File: src/rtl/timer_counter.sv
`default_nettype none
// ============================================================================
// Module      : timer_counter
// Description : Memory-mapped 32-bit down-counting timer with one-shot and
//               auto-reload modes, maskable interrupt and combinational reads.
//               Register map (addr[3:2]): 0=CTRL, 1=PRESET, 2=COUNT, 3=rsvd.
// Revision    : 1.0 - initial release
// ============================================================================
module timer_counter (
  input  logic        clk,
  input  logic        reset,
  input  logic [31:0] addr,
  input  logic        we,
  input  logic [31:0] din,
  output logic [31:0] dout,
  output logic        irq
);

  // Register selector values for addr[3:2]
  localparam logic [1:0] c_SEL_CTRL   = 2'd0;
  localparam logic [1:0] c_SEL_PRESET = 2'd1;
  localparam logic [1:0] c_SEL_COUNT  = 2'd2;

  // FSM encoding
  localparam logic [1:0] c_ST_IDLE = 2'd0;
  localparam logic [1:0] c_ST_LOAD = 2'd1;
  localparam logic [1:0] c_ST_CNT  = 2'd2;
  localparam logic [1:0] c_ST_INT  = 2'd3;

  // Architectural state
  logic [3:0]  r_ctrl;      // [0]=EN, [2:1]=MODE, [3]=IM
  logic [31:0] r_preset;
  logic [31:0] r_count;
  logic        r_if;
  logic        r_irq;
  logic [1:0]  r_state;

  // Next-state / decode wires
  logic [1:0]  w_sel;
  logic        w_wr_ctrl;
  logic        w_wr_preset;
  logic        w_auto;
  logic        w_en_clr;
  logic        w_en_eff;
  logic [3:0]  w_ctrl_nxt;
  logic        w_if_nxt;
  logic        w_if_set;
  logic [31:0] w_count_nxt;
  logic [1:0]  w_state_nxt;
  logic        w_unused;

  assign w_sel       = addr[3:2];
  assign w_wr_ctrl   = we && (w_sel == c_SEL_CTRL);
  assign w_wr_preset = we && (w_sel == c_SEL_PRESET);

  // Only MODE=01 reloads; 10 and 11 fall back to one-shot behaviour.
  assign w_auto = (r_ctrl[2:1] == 2'b01);

  // One-shot expiry drops EN on the INT edge.
  assign w_en_clr = (r_state == c_ST_INT) && !w_auto;

  // EN as it will be after this edge. A bus write always wins over the
  // FSM clearing EN, and the FSM reacts to a new EN value at the write
  // edge itself, so an enable write enters LOAD immediately.
  assign w_en_eff = w_wr_ctrl ? din[0] : (r_ctrl[0] && !w_en_clr);

  assign w_ctrl_nxt = w_wr_ctrl ? din[3:0] : {r_ctrl[3:1], w_en_eff};

  // A CTRL write clears IF; otherwise INT sets it. Auto-reload lets it live
  // for one cycle only, one-shot holds it until software clears it.
  assign w_if_nxt = w_wr_ctrl ? 1'b0 :
                    w_if_set  ? 1'b1 :
                    w_auto    ? 1'b0 : r_if;

  // Address bits outside [3:2] are intentionally not decoded.
  assign w_unused = &{1'b0, addr[31:4], addr[1:0]};

  // FSM state register
  always_ff @(posedge clk) begin
    if (reset) begin
      r_state <= c_ST_IDLE;
    end else begin
      r_state <= w_state_nxt;
    end
  end

  // FSM next-state logic
  always_comb begin
    w_state_nxt = r_state;
    case (r_state)
      c_ST_IDLE: begin
        if (w_en_eff) begin
          w_state_nxt = c_ST_LOAD;
        end
      end
      c_ST_LOAD: begin
        w_state_nxt = c_ST_CNT;
      end
      c_ST_CNT: begin
        if (!w_en_eff) begin
          w_state_nxt = c_ST_IDLE;
        end else if (r_count <= 32'd1) begin
          w_state_nxt = c_ST_INT;
        end
      end
      c_ST_INT: begin
        w_state_nxt = w_auto ? c_ST_LOAD : c_ST_IDLE;
      end
      default: begin
        w_state_nxt = c_ST_IDLE;
      end
    endcase
  end

  // FSM output logic: counter datapath and interrupt-flag set request
  always_comb begin
    w_count_nxt = r_count;
    w_if_set    = 1'b0;
    case (r_state)
      c_ST_LOAD: begin
        w_count_nxt = r_preset;
      end
      c_ST_CNT: begin
        // Saturate at zero; a PRESET of 0 or 1 both land on 0 here.
        if (w_en_eff) begin
          w_count_nxt = (r_count > 32'd1) ? (r_count - 32'd1) : 32'd0;
        end
      end
      c_ST_INT: begin
        w_if_set = 1'b1;
      end
      default: begin
        w_count_nxt = r_count;
      end
    endcase
  end

  // Register file, interrupt flag and registered irq output
  always_ff @(posedge clk) begin
    if (reset) begin
      r_ctrl   <= 4'd0;
      r_preset <= 32'd0;
      r_count  <= 32'd0;
      r_if     <= 1'b0;
      r_irq    <= 1'b0;
    end else begin
      r_ctrl  <= w_ctrl_nxt;
      r_count <= w_count_nxt;
      r_if    <= w_if_nxt;
      r_irq   <= w_if_nxt && w_ctrl_nxt[3];
      if (w_wr_preset) begin
        r_preset <= din;
      end
    end
  end

  // Combinational read mux
  always_comb begin
    dout = 32'd0;
    case (w_sel)
      c_SEL_CTRL:   dout = {28'd0, r_ctrl};
      c_SEL_PRESET: dout = r_preset;
      c_SEL_COUNT:  dout = r_count;
      default:      dout = 32'd0;
    endcase
  end

  assign irq = r_irq;

endmodule
`default_nettype wire

File: config.mk
export PLATFORM = sky130hd
export DESIGN_NAME = timer_counter
export DESIGN_NICKNAME = d
export VERILOG_FILES = /design/src/rtl/timer_counter.sv
export SDC_FILE = /design/constraint.sdc
export NUM_CORES = 1
export LEC_CHECK = 0
export CAP_MARGIN = 20
export CORE_ASPECT_RATIO = 1.75
export CORE_MARGIN = 1.5
export CORE_UTILIZATION = 45
export CTS_BUF_LIST = sky130_fd_sc_hd__clkbuf_4 sky130_fd_sc_hd__clkbuf_8
export DETAILED_ROUTE_END_ITERATION = 8
export PLACE_DENSITY = 0.74
export SLEW_MARGIN = 0
export SYNTH_ARGS = -nofsm -noshare
export SYNTH_HDL_FRONTEND = slang
export SYNTH_SLANG_ARGS = --single-unit
export TNS_END_PERCENT = 1
File: constraint.sdc
create_clock -name clk -period 3.2 [get_ports clk]
set_input_delay 0.96 -clock clk [delete_from_list [all_inputs] [get_ports clk]]
set_output_delay 0.96 -clock clk [all_outputs]
set_load 0.02 [all_outputs]
Word level (Yosys, flattened, before mapping)

Index checks and enable logic that the tools add are counted.

Bits of input ports: 67
Word-level logic and storage cells: 46
Flip-flop bits (word level): 72
Output and inout port bits: 33

Mux-type cells: 15
Eq/ne operators: 9
Reductions and logical operators: 12
Add/sub/neg operators: 1
$lt $le $gt $ge: 2

Operators with widths:

| operator                                                                          | number |
|---|---|
| 32-bit one-hot mux with 3 select lines                                            | 1 |
| 32-bit 2-to-1 mux                                                                 | 2 |
| 32-bit one-hot mux with 2 select lines                                            | 1 |
| 32-bit by 1-bit greater-than comparator with 1-bit output, second input constant  | 1 |
| 32-bit by 1-bit less-or-equal comparator with 1-bit output, second input constant | 1 |
| 32-bit by 1-bit subtractor with 32-bit output, second input constant              | 1 |
| 2-bit one-hot mux with 4 select lines                                             | 1 |
| 2-bit by 1-bit equality test with 1-bit output, second input constant             | 3 |
| 2-bit equality test, second input constant                                        | 3 |
| 1-bit 2-to-1 mux                                                                  | 6 |
| 2-bit 2-to-1 mux                                                                  | 3 |
| 1-bit logical AND                                                                 | 5 |
| 2-bit zero test                                                                   | 2 |
| 4-bit 2-to-1 mux                                                                  | 1 |
| 2-bit inequality test, second input constant                                      | 2 |
| 2-bit AND reduction                                                               | 2 |
| 3-bit inequality test, second input constant                                      | 1 |
| 1-bit zero test                                                                   | 2 |
| 2-bit nonzero test                                                                | 1 |

Logic depth before layout (Yosys ltp)

Gate-level depths: netlist of the first run.

Word-level depth: 8
Gate-level depth with buffers: 8

Worst setup path after synthesis of the first run

OpenSTA, ideal clock, no wires.

Path type: input to output
From: input port addr[3]
To: output port dout[10]
Path buffers: 3
Arrival time: 2.230 ns
Slack: 0.010 ns
Cell stages on the path: 5
Required time: 2.240 ns
Path through: clkbuf_1 > nor2b_1 > clkbuf_1 > buf_1 > a22o_1

Word-level cells in the longest chain between the ends: 2
Elaborated cells between the ends (all ways): 4
Those cells by class: 2 x eq/ne; 1 x mux; 1 x reduce/logical

Ends and longest elaborated chain:

| item                                              | line | text |
|---|---|---|
| start: declaration                                | 12   | `input logic [31:0] addr,` |
| 2-bit equality test, or another cell as far along | 160  | `case (w_sel)` |
| 32-bit one-hot mux with 3 select lines (*)        | 160  |  |
| end: declaration                                  | 15   | `output logic [31:0] dout,` |

Mark *: on every way between the ends. The rest lies on a longest branch, timed or not.

Worst setup path after layout of the first run

From: input port addr[2]
To: output port dout[24]

The elaborated chain is that of the path after synthesis.

==> key figures, run 1 <==
Synthesis
  – Synth warnings: 0
  – Synth Cell Area: 0.00414 mm²
  – Commonest cells in the netlist: nand2_1 (96), dfxtp_1 (72), a21oi_1 (51), nor2_1 (44), clkbuf_1 (31)
  – Syn avg cell area: 7.63 µm²
  – Mapped Nets: 611
  – Mapped Cells: ~540
  – Predominant post-synthesis flop cell: dfxtp_1
  – Post-synth EDFFs: 0
  – Sequential share of the synthesized area: 34.8%
  – Biggest area consumer among synthesized cells: dfxtp_1
  – Synth cell types: 57
  – Area share of the largest cell type after synthesis: 34.8%
  – Most frequent cell after synthesis: nand2_1
  – Register bit total from synthesis: approximately 70
  – Async set-reset flop share out of synthesis: 0%
  – Top cells by area, synth: dfxtp_1 (35%), nand2_1 (8.7%), a22o_1 (6.4%), a21oi_1 (6.2%), mux2i_1 (4.1%)

Placed design
  – Hpwl dp: between 9000 and 10000 µm
  – Placer congestion estimate: approximately 0.95
  – DP Area: approximately 0.0050 mm²
  – I/O Buffers: 69
  – Post-Place Cells: slightly above 700

Timing
  – Fmax: 0.318 GHz
  – Clock skew: around 0.014 ns
  – Tightest Pin Transition: 0.770 ns
  – # setup viols final: 0
  – Final min period: 3.14 ns
  – Period utilisation layout: ~100%
  – RSZ-0062 raised after global routing: false
  – Final Max Slew Viols: 0
  – Final Hold Fails: 0
  – Max-slew headroom: a little under 50%

Hold path
  – Worst min-delay path class: register to register
  – Hold_sp: r_preset[4]

Drt
  – Vias per Instance: 6.07
  – DRT Pass-1 Iters: 6
  – Routed len/inst: 18.4 µm
  – Vias post-DR: 4465
  – DR iter-0 viols: 444
  – WL final: 13600 µm
  – DRC viols: 0
  – Post-DRT Antenna Nets: 0

Clock network
  – H-tree depth: 3
  – Clock-pin slew on the worst setup and hold paths: around 0.080 ns
  – Worst skew pair latency: between 0.3 and 0.4 ns
  – # clock sinks: 72
  – Inserted Clock Buffers: 9
  – Clk buf depth: 2
  – CTS tree: done
  – Root Buffer: clkbuf_8

Outcome
  – Outcome: completed

Power
  – Peak VDD IR: 0.240 mV
  – Post-route total power: 2.28 mW
  – Pleak: 1.99 nW
  – PD cells: 426 mW/mm²

Cells and area
  – Diodes inserted: 0
  – Number of fill cells: 857
  – Post-layout net count: 680
  – Share of cells above drive strength 1: 15.7%
  – Area Overhead vs Synth: 29.4%
  – Fin area: 0.00535 mm²
  – Post-Layout Cell Count: 736
  – Final core utilization: 59.6%

Floorplanning
  – Die area: 0.00980 mm²
  – Io pins: 100
  – Chip Height: 130 µm
  – Rows: 46
  – DIE WIDTH: 75.5 µm
  – Starting Density: 46.1%
  – Core area: 0.00898 mm²

Global routing
  – Total gr overflow: 0
  – First-pass GRT wire length: 21200 µm
  – Initial antenna violation count: 0
  – Largest net degree at the start of global routing: 33
  – Gr usage total: 28.8%
  – Number of global-route vias before repair: 4307

Critical path
  – CP peak stage delay: 0.32 ns
  – Crit-path max FO: 12
  – Reg2reg start: r_count[0]
  – Crit start category: input port
  – Crit path kind: input port to output port
  – Worst Setup SP: addr[2]
  – CP cell instances: clkdlybuf4s15_1 > nor2b_4 > bufbuf_16 > a22o_1 > clkdlybuf4s15_2
  – Worst EP required: 2.24 ns
  – Slowest library cell on the worst path: bufbuf_16
  – CP Capture Type: output port
  – Crit path DAT: 2.18 ns

Job
  – Max-cap violations: 0
==> worst paths after layout <==
check	to	slack [ns]	cells past startpoint
min reg2reg	r_preset[4]	0.48	2
max reg2reg	r_count[28]	0.69	6
max	dout[24]	0.06	5
min	r_preset[4]	0.48	2
==> cell type report <==
class                      instances  area (µm²)  area share [%]
multi-input combinational        412        2460            46.1
sequential                        72        1440            26.9
timing repair buffer             104        1020            19.1
tap                              120         150            2.81
clock buffer                       9         124            2.31
clock inverter                     7         103            1.92
inverter                          12        45.0           0.842
==> report_power, final <==
group	switching [mW]	internal, mW
Clock	0.394	0.448
Combinational	0.276	0.205
Sequential	0.0361	0.922
==> cell usage in the layout (no fill, tap or decap), types with 8 or more instances in the layout <==
cell type	count
nor2_1	44
clkdlybuf4s15_2	25
nand3_1	15
o21ai_0	18
mux2i_1	17
clkdlybuf4s50_1	34
o22ai_1	8
nand2_1	96
buf_2	8
a211oi_1	8
buf_4	30
clkbuf_8	9
nor3_1	11
dfxtp_1	72
nand4_1	8
a21oi_1	51
a22o_1	30
inv_1	12
o211ai_1	8
a31oi_1	15
==> state kept, by name, indices dropped and copies added (netlist names) <==
name / cells
r_if: 1
r_count: 32
irq: 1
r_preset: 32
r_ctrl: 4
r_state: 2
==> kinds of logic after synthesis <==
group	Yosys count	synth area share (%)
mux	19	4.66
xor+xnor	1	0.212
flops	72	34.8
simple gates	224	26.8
fa+ha+maj	2	0.605
compound gates	166	27.0
buf+inv	58	5.93
==> stage by stage <==
stage	worst slack, ns	setup TNS (ns)	hold WS, ns
after floorplan	0.00993	0	0.444
after global placement	-0.461	-13.74	0.458
after detailed placement	-0.466	-13.73	0.465
after CTS	0.0302	0	0.477
after global routing	0.00489	0	0.505
final	0.0596	0	0.475
==> timing repair <==
action	in CTS	in global routing
setup buffers	1	0
gates cloned	2	0
gates resized for setup	112	2
hold buffers	0	0
endpoints found under the setup margin	32	4
pin swaps	0	0
==> critical path: cells and delay by family <==
family	cells	cell delay, ns
and+or+nand+nor	1	0.26
buffers and inverters	3	0.82
AOI/OAI and AO/OA	1	0.14
==> per-layer routing <==
layer / share of wire [%] / track usage [%]
met3: 7.5 / 6.18
met1: 34 / 30.8
met2: 50 / 47.2
met4: 7.8 / 23.4
met5: 0 / 0
Power figures use the tool's default switching activity.
==> inputs of run 2 (changes only) <==
--- a/config.mk
+++ b/config.mk
@@ -12,7 +12,7 @@
 export CTS_BUF_LIST = sky130_fd_sc_hd__clkbuf_4 sky130_fd_sc_hd__clkbuf_8
 export DETAILED_ROUTE_END_ITERATION = 8
 export PLACE_DENSITY = 0.74
-export SLEW_MARGIN = 0
+export SLEW_MARGIN = 25
 export SYNTH_ARGS = -nofsm -noshare
 export SYNTH_HDL_FRONTEND = slang
 export SYNTH_SLANG_ARGS = --single-unit
==> results of run 2 <==
Final layout, timing and power as in run 1 (identical DEF).
